--- config.mk ---
export PLATFORM = sky130hd
export DESIGN_NAME = rx_cmd_parser
export DESIGN_NICKNAME = d
export VERILOG_FILES = /design/src/rtl/rx_cmd_parser.sv
export SDC_FILE = /design/constraint.sdc
export NUM_CORES = 1
export LEC_CHECK = 0
export BUFFER_PORTS_ARGS = -buffer_cell sky130_fd_sc_hd__buf_2
export CORE_UTILIZATION = 45
export CTS_CLUSTER_DIAMETER = 30
export DETAILED_ROUTE_END_ITERATION = 8
export HOLD_SLACK_MARGIN = 0.03
export PLACE_DENSITY = 0.65
export SLEW_MARGIN = 20
export SYNTH_ARGS = -nofsm -noshare
export SYNTH_HDL_FRONTEND = slang
export SYNTH_SLANG_ARGS = --single-unit
export TNS_END_PERCENT = 1
--- constraint.sdc ---
create_clock -name clk -period 2.4 [get_ports clk]
set_input_delay 0.48 -clock clk [delete_from_list [all_inputs] [get_ports clk]]
set_output_delay 0.48 -clock clk [all_outputs]
set_load 0.01 [all_outputs]
--- src/rtl/rx_cmd_parser.sv ---
// rx_cmd_parser: assembles UART bytes into 5-byte command frames
// (SYNC, ACTION, ARG_H, ARG_L, CHK), validates them, publishes the accepted
// action/argument and drives a link-loss failsafe from a frame watchdog.
//
// Byte interface: rx_valid is a one-cycle strobe qualifying rx_data. There is
// no ready signal; every strobe is consumed in the cycle it arrives, including
// strobes on consecutive cycles.
module rx_cmd_parser #(
    parameter logic [7:0]  SYNC_BYTE    = 8'hA5,
    parameter int unsigned BYTE_TIMEOUT = 50000,
    parameter int unsigned WDOG_CYCLES  = 25000000,
    parameter logic [7:0]  ACT_MAX      = 8'h03
) (
    input  logic        clk,
    input  logic        rst_n,
    input  logic [7:0]  rx_data,
    input  logic        rx_valid,
    output logic [7:0]  cmd_action,
    output logic [15:0] cmd_arg,
    output logic        cmd_valid,
    output logic        err_pulse,
    output logic [7:0]  err_count,
    output logic        link_lost
);

    localparam int BT_W = $clog2(BYTE_TIMEOUT + 1);
    localparam int WD_W = $clog2(WDOG_CYCLES + 1);
    localparam logic [BT_W-1:0] BT_LAST = BT_W'(BYTE_TIMEOUT - 1);
    localparam logic [WD_W-1:0] WD_LAST = WD_W'(WDOG_CYCLES - 1);
    localparam logic [WD_W-1:0] WD_END  = WD_W'(WDOG_CYCLES);

    typedef enum logic [2:0] {
        ST_HUNT = 3'd0,
        ST_ACT  = 3'd1,
        ST_ARGH = 3'd2,
        ST_ARGL = 3'd3,
        ST_CHK  = 3'd4
    } state_t;

    state_t          state;
    logic [7:0]      act_q;
    logic [7:0]      argh_q;
    logic [7:0]      argl_q;
    logic [BT_W-1:0] byte_cnt;
    logic [WD_W-1:0] wdog_cnt;

    logic frame_ok;
    logic accept;
    logic byte_timeout;
    logic wdog_expire;

    // Frame verdict, inter-byte timeout and watchdog expiry for this cycle.
    // A byte arriving on the expiry cycle takes priority over the timeout,
    // and an accept takes priority over watchdog expiry.
    always_comb begin
        frame_ok     = ((act_q ^ argh_q ^ argl_q) == rx_data) &&
                       (act_q >= 8'h01) && (act_q <= ACT_MAX);
        accept       = rx_valid && (state == ST_CHK) && frame_ok;
        byte_timeout = !rx_valid && (state != ST_HUNT) && (byte_cnt == BT_LAST);
        wdog_expire  = !accept && (wdog_cnt == WD_LAST);
    end

    // Inter-byte timer: cleared by every byte, runs only inside a frame.
    always_ff @(posedge clk or negedge rst_n) begin
        if (!rst_n) begin
            byte_cnt <= '0;
        end else if (rx_valid || byte_timeout || (state == ST_HUNT)) begin
            byte_cnt <= '0;
        end else begin
            byte_cnt <= byte_cnt + 1'b1;
        end
    end

    // Frame watchdog: reloads on accept, otherwise counts up and holds at
    // its terminal value while the link is declared lost.
    always_ff @(posedge clk or negedge rst_n) begin
        if (!rst_n) begin
            wdog_cnt  <= '0;
            link_lost <= 1'b0;
        end else if (accept) begin
            wdog_cnt  <= '0;
            link_lost <= 1'b0;
        end else if (wdog_cnt != WD_END) begin
            wdog_cnt <= wdog_cnt + 1'b1;
            if (wdog_expire) begin
                link_lost <= 1'b1;
            end
        end
    end

    // Frame FSM with its field registers and the registered command/error outputs.
    always_ff @(posedge clk or negedge rst_n) begin
        if (!rst_n) begin
            state      <= ST_HUNT;
            act_q      <= 8'h00;
            argh_q     <= 8'h00;
            argl_q     <= 8'h00;
            cmd_action <= 8'h00;
            cmd_arg    <= 16'h0000;
            cmd_valid  <= 1'b0;
            err_pulse  <= 1'b0;
            err_count  <= 8'h00;
        end else begin
            cmd_valid <= 1'b0;
            err_pulse <= 1'b0;

            if (byte_timeout) begin
                state     <= ST_HUNT;
                err_pulse <= 1'b1;
                if (err_count != 8'hFF) begin
                    err_count <= err_count + 8'd1;
                end
            end else if (rx_valid) begin
                case (state)
                    ST_HUNT: begin
                        if (rx_data == SYNC_BYTE) begin
                            state <= ST_ACT;
                        end
                    end
                    ST_ACT: begin
                        act_q <= rx_data;
                        state <= ST_ARGH;
                    end
                    ST_ARGH: begin
                        argh_q <= rx_data;
                        state  <= ST_ARGL;
                    end
                    ST_ARGL: begin
                        argl_q <= rx_data;
                        state  <= ST_CHK;
                    end
                    ST_CHK: begin
                        state <= ST_HUNT;
                        if (frame_ok) begin
                            cmd_action <= act_q;
                            cmd_arg    <= {argh_q, argl_q};
                            cmd_valid  <= 1'b1;
                        end else begin
                            err_pulse <= 1'b1;
                            if (err_count != 8'hFF) begin
                                err_count <= err_count + 8'd1;
                            end
                        end
                    end
                    default: state <= ST_HUNT;
                endcase
            end

            // Entering link loss forces the land/idle command, announced once.
            if (wdog_expire) begin
                cmd_action <= 8'h00;
                cmd_arg    <= 16'h0000;
                cmd_valid  <= 1'b1;
            end
        end
    end

endmodule

==> results of run 1 <==
## sequential cells by signal, indices dropped and copies added (netlist names)
register / cells
argh_q: 8
cmd_valid: 1
cmd_action: 8
err_pulse: 1
link_lost: 1
act_q: 8
wdog_cnt: 25
cmd_arg: 16
byte_cnt: 16
err_count: 8
state: 3
argl_q: 8
## layout make-up
class / instances / area (um^2) / area share, %
Multi-Input combinational cell: 285 / 2040 / 38.1
Tap cell: 133 / 166 / 3.11
Sequential cell: 103 / 2580 / 48.2
Clock inverter: 7 / 55.1 / 1.03
Timing Repair Buffer: 60 / 368 / 6.88
Inverter: 6 / 22.5 / 0.421
Clock buffer: 9 / 124 / 2.32
## logic make-up after synthesis
| logic type | after synthesis | synth area share [%] |
|---|---|---|
| AOI/OAI and AO/OA | 34 | 5.90 |
| buffers and inverters | 18 | 2.02 |
| DFF | 103 | 54.7 |
| xor gates and xnor gates | 63 | 12.0 |
| muxes | 28 | 6.64 |
| adders and majority gates | 4 | 1.06 |
| and+or+nand+nor | 156 | 17.6 |
## worst max path at each step
stage,to,slack [ns],from,cells past startpoint
final,err_count[1],0.11,argh_q[4],6
after global routing,err_count[1],0.05,argh_q[4],6
after CTS,err_count[1],0.10,argh_q[4],6
after detailed placement,err_count[1],0.06,rx_data[6],7
after global placement,err_count[1],0.11,rx_data[6],7
after floorplan,err_count[1],0.28,argh_q[4],6
## layout by cell type, fill, tap and decap left out, types with 9 or more instances in the layout
master,n
clkbuf_8,9
xor2_1,27
xnor2_1,35
nand3_1,25
mux2_2,24
buf_2,44
a22o_1,14
nor2_1,58
dfrtp_1,103
and3_1,11
buf_4,13
nand2_1,14
## through the flow
stage / std cells / total power, mW / utilization (%)
after global placement: 586 / 3.44 / 51.8
after CTS: 603 / 4.51 / 53.7
after floorplan: 406 / 3.16 / -
after global routing: 603 / 4.72 / 53.7
final: 603 / 4.45 / 53.7
after detailed placement: 586 / 3.47 / 51.8
## power breakdown
group / internal [mW] / total, mW / switching, mW
registers: 2.03 / 2.39 / 0.362
clock network: 0.390 / 1.02 / 0.630
logic: 0.583 / 1.04 / 0.462
total: 3.00 / 4.45 / 1.45
## routing by layer
layer | vias to the layer above | track usage (%) | wire (um)
met5 | - | 0 | 0
met3 | 9 | 4.76 | 336
met2 | 47 | 26.2 | 4030
li1 | 1534 | - | -
met4 | 0 | 5.61 | 108
met1 | 1557 | 25.2 | 4380
==> results.txt, run 1 <==
- Yosys mapped a number of flops with a built-in enable equal to 0.
* Max-capacitance violation count: 0
- Entering global routing, the biggest net connects 64 pins.
- In the finished design, the share of the clock period the worst path needs comes to 95.3%.
* Category of the worst setup path launch point: flop
- VDD IR-drop max: 0.676 mV
- From synthesis to final layout, the design area changed by 13.6%.
- Flop and latch count out of synthesis: 103
- The root buffer cell chosen for the clock tree is clkbuf_8.
- The mapped netlist covers between 4000 and 5000 um^2.
- Buffers inserted to repair hold after CTS numbered 1.
- In the final layout, the share of cells above drive strength 1 is 24.3%.
- Aggregate negative setup slack: 0 ns
* Worst Path Arrival: approximately 2.6 ns
- Crit Path Category: reg -> reg
* Wire length of the first global-routing pass: 15300 um
- The floorplan step defined a die boundary enclosing 10900 um^2.
- In this run the deepest clock path goes through 2 buffers.
* Worst Setup Slack, final: about 0.11 ns
* Critical path cell sequence: xnor3_1 -> o2111ai_1 -> or4_4 -> o21ba_4 -> o21ai_2 -> mux2_1
* Cell count of the worst reg-to-reg path: 6
* Area of all placed cells without fillers: approximately 5300 um^2
- Critical path required time: 2.66 ns
- The initial utilization of the core area, before any placement, comes to between 40% and 50%.
* Number of different library cells in the post-synthesis netlist: 48
* Total half-perimeter wirelength after legalization and detailed placement: 6140 um
- The detail route stage leaves a number of antenna-violating nets equal to 0.
* Routed vias: 3147
* Post-Syn Instances: 406
- Antenna diode instance count: 0
- The filler cells instantiated in the layout total 892.
- The run finished with clean final reports.
* Library cell with the highest instance count after synthesis: dfrtp_1
- Post-synthesis sequential area ratio: 54.7%
* Hold-critical path endpoint: argh_q[2]
- DRC violation count after routing: 0
- Counting instances, the worst hold path has a depth of 2.
* Number of setup violations in the final report: 0
- The kind of cell with the highest combined delay along the critical path is compound AO/OA/AOI/OAI gates.
* Library cell contributing the largest single delay on the critical path: or4_4
* Total clock sinks: 103
- Buffers inserted during clock tree synthesis total 9.
- During synthesis, Yosys emitted a total of 0 warnings.
- GPL Wtd Cong: 0.791
- Summed over all layers, the global routing overflow is 0.
- The initial antenna violation count was 0.
- Nets: 480
- Element type at the critical path end: flop
- Buffers placed on the I/O ports in this run total 45.
* Final routed wire length divided by cell count: 14.7 um
- Cell Pwr Density: 832 nW/um^2
- Timing would allow up to ~440 MHz.
- The number of pins exceeding their max-slew limit in the final report is 0.
* Worst stage delay on the critical path: 0.46 ns
- Number of global-route vias before repair: 3109
- Synthesized Nets: 421
- Vias per Instance: 5.22
- Worst min-delay path startpoint: rx_data[2]
- The die is between 100 and 150 um tall.
- Worst-margin pin slew: just over 0.6 ns
- In this run the tightest slew margin relative to its limit is 58.5%.
* Clock slew seen by the registers of the worst setup and hold paths: approximately 0.10 ns
* IO Pins: 46
- The tightest min-delay check is of the in -> reg type.
- In this run the horizontal extent of the chip is 104 um.
- The worst register-to-register path ends at err_count[1].
- The smallest clock period supported by the final layout is computed as 2.29 ns.
- Standard-cell row count: 36
- Share of flip-flops with an asynchronous set or reset: 100%
* R2R Path Start: argh_q[4]
* Number of buffers and inverters on the critical path: 0
- For the final database, setup skew stands at 0.0143 ns.
- Top_reg_cell synth: dfrtp_1
- Global routing consumed, over all layers together, about 18% of the routing resources.
- The H-tree was split into 3 levels.
- TritonCTS built the clock tree.
- Core Footprint: about 10000 um^2
- For this block, the initial DRC count from the detailed router was 143.
- Total of cells resized after clock tree synthesis: 0
- Summing all placed instances gives a cell area of 5160 um^2.
* Post-Route WL: 8850 um
- Summed over all instances, the cell type with the most area after synthesis is dfrtp_1.
- Sorting the synthesized cells by area gives the leading types as dfrtp_1 (55%), xnor2_1 (6.5%), mux2_2 (5.7%), xor2_1 (5.0%), nor2_1 (4.6%).
- Setup repair after global routing missed its margin: no
- In the synthesized netlist, the cells that appear most often are dfrtp_1 (103), nor2_1 (58), xnor2_1 (35).
- Across all register-to-register paths, the minimum setup slack is 0.11 ns.
- Crit path max fanout: 8
- The final-report hold violation count was 0.
- Post-CTS Setup Inserts: 0
- Final hold analysis gives a worst-case slack of 0.400 ns.
* Cell leakage power: 2.48 nW
- Worst slack after detailed placement: 0.0616 ns
- Area share of the leading cell type in the synthesized netlist: a little over half
- Clock latency on the worst-skew pair, taken at its later pin, is 0.38 ns.
* Number of iterations in the first detailed-routing pass: 4
* Syn_area_per_cell: 11.6 um^2
(Power assumes the default switching activity.)
==> run 2: changes to the inputs <==
- CORE_ASPECT_RATIO: not set -> 0.75
==> run 2 against run 1 <==
Net effect:
- cell count decreased by 0.17%
- hold slack got worse by 0.27 ns
- combinational power about the same
- sequential power about the same
- non-clock buffer count unchanged
- global-route usage increased by 0.33 points
- via count increased by 0.99%
- clock skew decreased by 0.0041 ns
- design area increased by 3.0%
- power increased by 13%
- sequential share of layout area decreased by 1.4 points
- critical path type unchanged
- critical endpoint unchanged
==> results.txt, run 2 (synthesized netlist as in run 1, its figures left out) <==
- Result of the run: finished, final reports clean (unchanged).
* Area growth syn-to-layout: 17.1% (was 13.6%)
* Wire length of the first global-routing pass: 15500 um (was 15300 um)
* Element type at the critical path end: flop (unchanged)
- Leading registers by flop count: wdog_cnt: 25 flops, byte_cnt: 16 flops, cmd_arg: 16 flops (unchanged).
* Number of setup violations in the final report: 0 (unchanged)
- The horizontal extent of the die is 120 um (was 104 um).
- Count of filler cells inserted in the layout: 861 (was 892)
* Post-DRT Antenna Nets: 0 (unchanged)
- Hold-fix buffers at CTS: 0 (was 1)
- The number of diodes added for antenna fixing was 0 (unchanged).
- The final core utilization came to 55.7% (was 53.7%).
- Post-Route Skew: 0.0102 ns (was 0.0143 ns)
* CTS Root Cell: clkbuf_16 (was clkbuf_8)
* Vias per Instance: 5.28 (was 5.22)
- The post-detailed-placement half-perimeter wirelength is 6250 um (was 6140 um).
* Count of final hold-check violations: 0 (unchanged)
* Count of input and output buffers: 45 (unchanged)
- Max Buffers Root-to-Sink: 2 (unchanged)
- Max-slew violations: 0 (unchanged)
- The top register by number of flip-flops was wdog_cnt (unchanged).
- The cell area power density is 917 nW/um^2 (was 832 nW/um^2).
* Aggregate negative setup slack: 0 ns (unchanged)
- Worst-margin pin slew: 0.571 ns (was 0.620 ns)
- The largest net degree at the start of global routing came to 46 (was 64).
* Final total power: 5.05 mW (was 4.45 mW)
- The fraction of the cycle the final worst path needs came to 95.6% (was 95.3%).
* Nets: 480 (unchanged)
- Worst slew margin: 61.9% (was 58.5%)
* Later-pin clock latency in the skew report: 0.34 ns (was 0.38 ns)
- The floorplan die area was 10900 um^2 (about the same).
- The total routed wirelength is 9170 um (was 8850 um).
- The flip-flop count of the largest register, all copies and words added is 25 (unchanged).
- Post-layout min period: 2.29 ns (about the same)
- Leading cell types in the layout, fill and taps excluded: dfrtp_1 (103), nor2_1 (58), buf_2 (44), xnor2_1 (35), xor2_1 (27) (unchanged).
* Max frequency: 436 MHz (was 437 MHz)
* Final routed wire length divided by cell count: 15.2 um (was 14.7 um)
- Category of the worst setup path launch point: flop (unchanged)
- GPL Wtd Cong: 0.807 (was 0.791)
- Most frequent standard cell in the layout excluding fill and tap cells: dfrtp_1 (unchanged)
* Cell leakage power: 2.55 nW (was 2.48 nW)
* Standard-cell row count: 31 (was 36)
* IO Pins: 46 (unchanged)
* Crit Path Category: reg -> reg (unchanged)
- Hold Path Class: in -> async (was in -> reg)
* Starting DRC count in detailed routing: 158 (was 143)
- Number of antenna violations at the first check in global routing: 0 (unchanged)
- Height of the die: 90.6 um (was 104 um)
- The total cell area at the placement stage was 5180 um^2 (was 5160 um^2).
- The cell area after layout was 5510 um^2 (was 5350 um^2).
- The number of clock sinks is 103 (unchanged).
- The fraction of layout cells with a size suffix above 1 is 24.5% (was 24.3%).
- Number of iterations in the first detailed-routing pass: 4 (unchanged)
- The endpoint arrival time on the critical path is 2.52 ns (was 2.55 ns).
- Total of cells resized after clock tree synthesis: 0 (unchanged)
* Max-capacitance violation count: 0 (unchanged)
* DP Cell Count: 586 (unchanged)
* Setup repair after global routing missed its margin: no (unchanged)
- The clock transition at the registers of the reported paths is 0.07 ns (was 0.10 ns).
* Global-route congestion overflow total: 0 (unchanged)
- Global-route usage over all layers: 18.0% (was 17.7%)
- The worst supply voltage drop on vdd was 0.531 mV (was 0.676 mV).
* Post-CTS Setup Inserts: 0 (unchanged)
- The post-detailed-route DRC marker count came to 0 (unchanged).
* Effective utilization at floorplan: 47.6% (was 47.3%)
* Critical path required time: 2.62 ns (was 2.66 ns)
- The TritonCTS buffer count was 9 (unchanged).
- Routed vias: 3178 (was 3147)
- The level count of the clock H-tree was 3 (unchanged).
- The non-filler instance count after layout came to 602 (was 603).
* Core Footprint: 9890 um^2 (was 9950 um^2)
- Crit path max fanout: 8 (unchanged)
- Number of global-route vias before repair: 3042 (was 3109)
- The clock tree from TritonCTS was built (unchanged).
==> run 2: changes by cell type in the layout (fill, tap and decap cells not counted), moves of 2 or more <==
cell / previous run / this run
bufinv_16: 0 / 2
clkbuf_16: 0 / 9
clkbuf_8: 9 / 2
inv_6: 2 / 0
==> run 2: worst max-delay path, stage by stage, from the launching register on <==
cell       delay, ns
dfrtp_1         0.40
xnor3_1         0.41
o2111ai_1       0.14
or4_4           0.47
o21ba_4         0.26
o21ai_2         0.16
mux2_1          0.33
==> run 2: final timing paths <==
path                             start      endpoint  slack [ns]  depth (start not counted)
hold reg to reg            byte_cnt[0]   byte_cnt[0]        0.46                          1
max in group asynchronous        rst_n   byte_cnt[2]        1.63                          2
hold / removal                   rst_n  wdog_cnt[14]        0.13                          1
setup reg to reg             argh_q[4]  err_count[1]        0.11                          6
min in group clk              rx_valid      state[2]        0.44                          4
setup / recovery             argh_q[4]  err_count[1]        0.11                          6
==> run 2: per-stage QoR <==
| step | hold slack, ns | setup WS, ns |
|---|---|---|
| 3_5_place_dp | 0.457 | 0.0590 |
| 2_1_floorplan | 0.184 | 0.282 |
| 6_report | 0.133 | 0.106 |
| 3_3_place_gp | 0.441 | 0.109 |
| 4_1_cts | 0.150 | 0.111 |
| 5_1_grt | 0.168 | 0.0610 |
==> run 2: cell type report <==
type                            instances  area [um^2]  area share, %
Multi-Input combinational cell        285         2040           36.9
Timing Repair Buffer                   60          378           6.86
Clock inverter                          5         80.1           1.45
Tap cell                              132          165           3.00
Inverter                                6         22.5          0.409
Clock buffer                           11          253           4.59
Sequential cell                       103         2580           46.8
==> run 2: metal layers <==
layer  track usage, %  share of wire (%)  wire length [um]
met1             27.5                 52              4800
met5                0                  0                 0
met4             3.13               0.50                46
met3             4.73                4.1               380
met2             25.7                 43              3940
==> run 2: power breakdown <==
group          internal, mW  total, mW  switching (mW)
registers              2.03       2.38           0.356
logic                 0.589       1.07           0.483
clock network         0.969       1.60           0.628
==> run 3: changes to the inputs <==
- ABC_AREA: not set -> 1
==> run 3 against run 2 <==
Net effect:
- clock skew decreased by 0.0039 ns
- routed wire length is 46% higher
- utilization is 3.5 points lower
- highest routed layer unchanged
- critical path type unchanged
- largest power group unchanged
- first-iteration DRC count increased to 2.9 times the previous value
- sequential power increased by 3%
- count of clock-buffer cells in the layout fell by 2
- synthesized cell count grew 87%
- hold slack got worse by 0.0042 ns
- critical path depth grew 4
==> results.txt, run 3 <==
- Post-Route WL: 13400 um (was 9170 um)
* Proportion of layout cells with a drive suffix above 1: 13.3% (was 24.5%)
- Library cell with the highest instance count after synthesis: nand2_1 (was dfrtp_1)
- The top register by number of flip-flops is wdog_cnt (unchanged).
* Area leader, netlist: dfrtp_1 (unchanged)
- The initial antenna violation count is 0 (unchanged).
* Critical path cell sequence: ha_1 -> nand2_1 -> inv_1 -> nand2_1 -> nor2_1 -> nand4_2 -> a32oi_2 -> nand2_4 -> nand2_1 -> nand2_1 (was xnor3_1 -> o2111ai_1 -> or4_4 -> o21ba_4 -> o21ai_2 -> mux2_1)
- Most frequent standard cell in the layout excluding fill and tap cells: nand2_1 (was dfrtp_1)
- Hold-fix buffers at CTS: 0 (unchanged)
* Clock tree from TritonCTS: built (unchanged)
- Synthesized Nets: 776 (was 421)
- Total of cells resized after clock tree synthesis: 0 (unchanged)
- The horizontal extent of the die came to 132 um (was 120 um).
* Worst-margin pin slew: 0.669 ns (was 0.571 ns)
- The share of synthesized registers carrying an async set or reset came to 100% (unchanged).
- The remaining antenna violation count after routing was 0 (unchanged).
* Largest cells by area after synthesis: dfrtp_1 (45%), nand2_1 (13%), inv_1 (8.0%), nand3_1 (7.7%), nor2_1 (3.9%) (was dfrtp_1 (55%), xnor2_1 (6.5%), mux2_2 (5.7%), xor2_1 (5.0%), nor2_1 (4.6%))
* Count of input and output buffers: 45 (unchanged)
- DP Cell Count: 965 (was 586)
- The initial core utilization was 46.5% (was 47.6%).
- Final Core Density: 52.2% (was 55.7%)
* H-tree depth: 3 (unchanged)
- Post-Layout Cell Count: 981 (was 602)
- The remaining global-route overflow is 0 (unchanged).
* Flop and latch count out of synthesis: 103 (unchanged)
- The routability congestion estimate was 0.895 (was 0.807).
- Post-Syn Instances: 761 (was 406)
- The post-detailed-placement half-perimeter wirelength was 10200 um (was 6250 um).
- The wire length of the first global-routing pass came to 22300 um (was 15500 um).
- Global-route usage over all layers: 21.5% (was 18.0%)
* Max Buffers Root-to-Sink: 2 (unchanged)
- The kind of path behind the tightest hold check was in -> async (unchanged).
- The mean cell area of the mapped netlist was 7.54 um^2 (was 11.6 um^2).
- Library cell contributing the largest single delay on the critical path: a32oi_2 (was or4_4)
- Max-capacitance violation count: 0 (unchanged)
- The element type at the critical path end is a flop (unchanged).
- The launching point of the worst reg2reg path is byte_cnt[0] (was argh_q[4]).
- Max frequency: 492 MHz (was 436 MHz)
* VDD IR-drop max: 0.412 mV (was 0.531 mV)
- The number of warning messages in the yosys log is 0 (unchanged).
- The most numerous cell type found on the critical path is nand2_1.
- The post-detailed-route DRC marker count is 0 (unchanged).
- The cell area power density came to 865 nW/um^2 (was 917 nW/um^2).
- The total of endpoints with negative setup slack in the final report was 0 (unchanged).
- The buffers inserted during post-CTS setup optimization is 0 (unchanged).
- Number of synthesized flops with an enable pin: 0 (unchanged)
- Post-synthesis sequential area ratio: 44.9% (was 54.7%)
- Worst slew margin: 55.3% (was 61.9%)
* Height of the die: 99.8 um (was 90.6 um)
* Standard-cell row count: 35 (was 31)
* Number of global-route vias before repair: 4592 (was 3042)
* Total clock sinks: 103 (unchanged)
- Number of iterations in the first detailed-routing pass: 7 (was 4)
- The number of diodes added for antenna fixing was 0 (unchanged).
* Setup repair after global routing missed its margin: no (unchanged)
- The sort of element at the start of the critical path is a flop (unchanged).
* Period utilisation layout: 84.6% (was 95.6%)
- The type of the worst setup path is reg -> reg (unchanged).
- Synthesized cell area: 5740 um^2 (was 4710 um^2)
* Worst stage delay on the critical path: 0.53 ns (was 0.47 ns)
- Result of the run: finished, final reports clean (unchanged).
- The critical path launch point is byte_cnt[0] (was argh_q[4]).
* Final routed wire length divided by cell count: 13.7 um (was 15.2 um)
- Routed vias: 5112 (was 3178)
- Largest net degree at the start of global routing: 47 (was 46)
- Post-synth top cells: nand2_1 (200), inv_1 (122), dfrtp_1 (103) (was dfrtp_1 (103), nor2_1 (58), xnor2_1 (35)).
* Vias per Instance: 5.21 (was 5.28)
- Later-pin clock latency in the skew report: 0.35 ns (was 0.34 ns)
* Aggregate negative setup slack: 0 ns (unchanged)
- Leading cell types in the layout, fill and taps excluded: nand2_1 (200), inv_1 (122), dfrtp_1 (103), nand3_1 (88), nor2_1 (60) (was dfrtp_1 (103), nor2_1 (58), buf_2 (44), xnor2_1 (35), xor2_1 (27)).
- The number of pins exceeding their max-slew limit in the final report is 0 (unchanged).
- Count of final hold-check violations: 0 (unchanged)
- Starting DRC count in detailed routing: 451 (was 158)
* Floorplan die area: 13200 um^2 (was 10900 um^2)
* Inserted Clock Buffers: 9 (unchanged)
- The worst-case clock skew came to 0.00627 ns (was 0.0102 ns).
- The required time of the worst setup path was 2.64 ns (was 2.62 ns).
- The leading register cell type out of synthesis is dfrtp_1 (unchanged).
- CTS Root Cell: clkbuf_16 (unchanged)
* Nets: 825 (was 480)
- Core Footprint: 12300 um^2 (was 9890 um^2)
* Cell leakage power: 3.48 nW (was 2.55 nW)
- Max reg flops: 25 (unchanged)
* Worst Path Arrival: 2.27 ns (was 2.52 ns)
- The clock transition at the registers of the reported paths was 0.07 ns (about the same).
- IO Pins: 46 (unchanged)
* Area growth syn-to-layout: 12.3% (was 17.1%)
* Post-layout min period: 2.03 ns (was 2.29 ns)
- Number of different library cells in the post-synthesis netlist: 38 (was 48)
- The biggest fanout along the worst timing path was 9 (was 8).
- Count of filler cells inserted in the layout: 1211 (was 861)
- Leading registers by flop count: wdog_cnt: 25 flops, byte_cnt: 16 flops, cmd_arg: 16 flops (unchanged).
* Area share of the leading cell type in the synthesized netlist: 44.9% (was 54.7%)
==> run 3: changes by cell type in the layout (fill, tap and decap cells not counted), moves of 7 or more <==
cell,change
inv_1,+117
xor2_1,-13
nand2_1,+186
and3_1,-10
a22o_1,-14
mux2_2,-24
nor2_2,+7
xnor2_1,-29
nor3_1,+9
nand4_1,+29
o21ai_0,+32
nand3_1,+63
==> run 3: cell families (layout without fill, tap and decap cells) <==
group           Yosys count  after routing  synth area share (%)
flops                   103            103                  44.9
fa+ha+maj                 4              4                 0.872
xor+xnor                 20             20                  3.05
buf+inv                 142            196                  10.1
simple gates            447            447                  36.8
compound gates           45             45                  4.34
==> run 3: power breakdown <==
group	switching [mW]	total (mW)	leakage [nW]	internal, mW
sequential	0.418	2.44	1.38	2.02
combinational	1.11	1.71	1.97	0.596
clock	0.704	1.43	0.137	0.727
==> run 3: through the flow <==
stage / instance area, um^2 / worst slack [ns] / power, mW / hold slack [ns]
2_1_floorplan: 5740 / 0.730 / 3.72 / 0.184
3_3_place_gp: 6150 / 0.450 / 4.08 / 0.444
3_5_place_dp: 6150 / 0.390 / 4.17 / 0.464
4_1_cts: 6450 / 0.383 / 5.61 / 0.145
5_1_grt: 6450 / 0.137 / 5.99 / 0.173
6_report: 6450 / 0.369 / 5.58 / 0.128
==> run 3: layout make-up <==
class / instances / area [um^2] / share of cell area [%]
well taps: 166 / 208 / 3.22
clock buffers: 9 / 225 / 3.49
multi-input cells: 516 / 2580 / 40.1
flip-flops and latches: 103 / 2580 / 40.0
repair buffers: 55 / 315 / 4.89
inverters: 125 / 469 / 7.28
clock inverters: 7 / 68.8 / 1.07
==> run 3: routing by layer <==
layer | vias to the layer above | wire length (um) | global-route usage, %
li1 | 2536 | - | -
met1 | 2425 | 6910 | 32.6
met2 | 136 | 5660 | 30.8
met3 | 15 | 680 | 3.84
met4 | 0 | 172 | 6.81
met5 | - | 0 | 0
==> run 3: worst paths after layout <==
path,to,slack (ns),cells past startpoint
hold / removal,cmd_arg[14],0.13,1
setup / recovery,err_count[0],0.37,10
min in group clk,byte_cnt[0],0.47,1
setup reg to reg,err_count[0],0.37,10
hold reg to reg,byte_cnt[0],0.47,1
max in group asynchronous,wdog_cnt[1],1.59,2
==> run 3: worst max-delay path: cells and delay by family (launching register included) <==
family	cells	cell delay, ns
AO/OA/AOI/OAI	1	0.53
adder cells (fa/ha/maj)	1	0.18
buffers and inverters	1	0.07
flip-flops	1	0.38
AND/OR/NAND/NOR	7	0.77
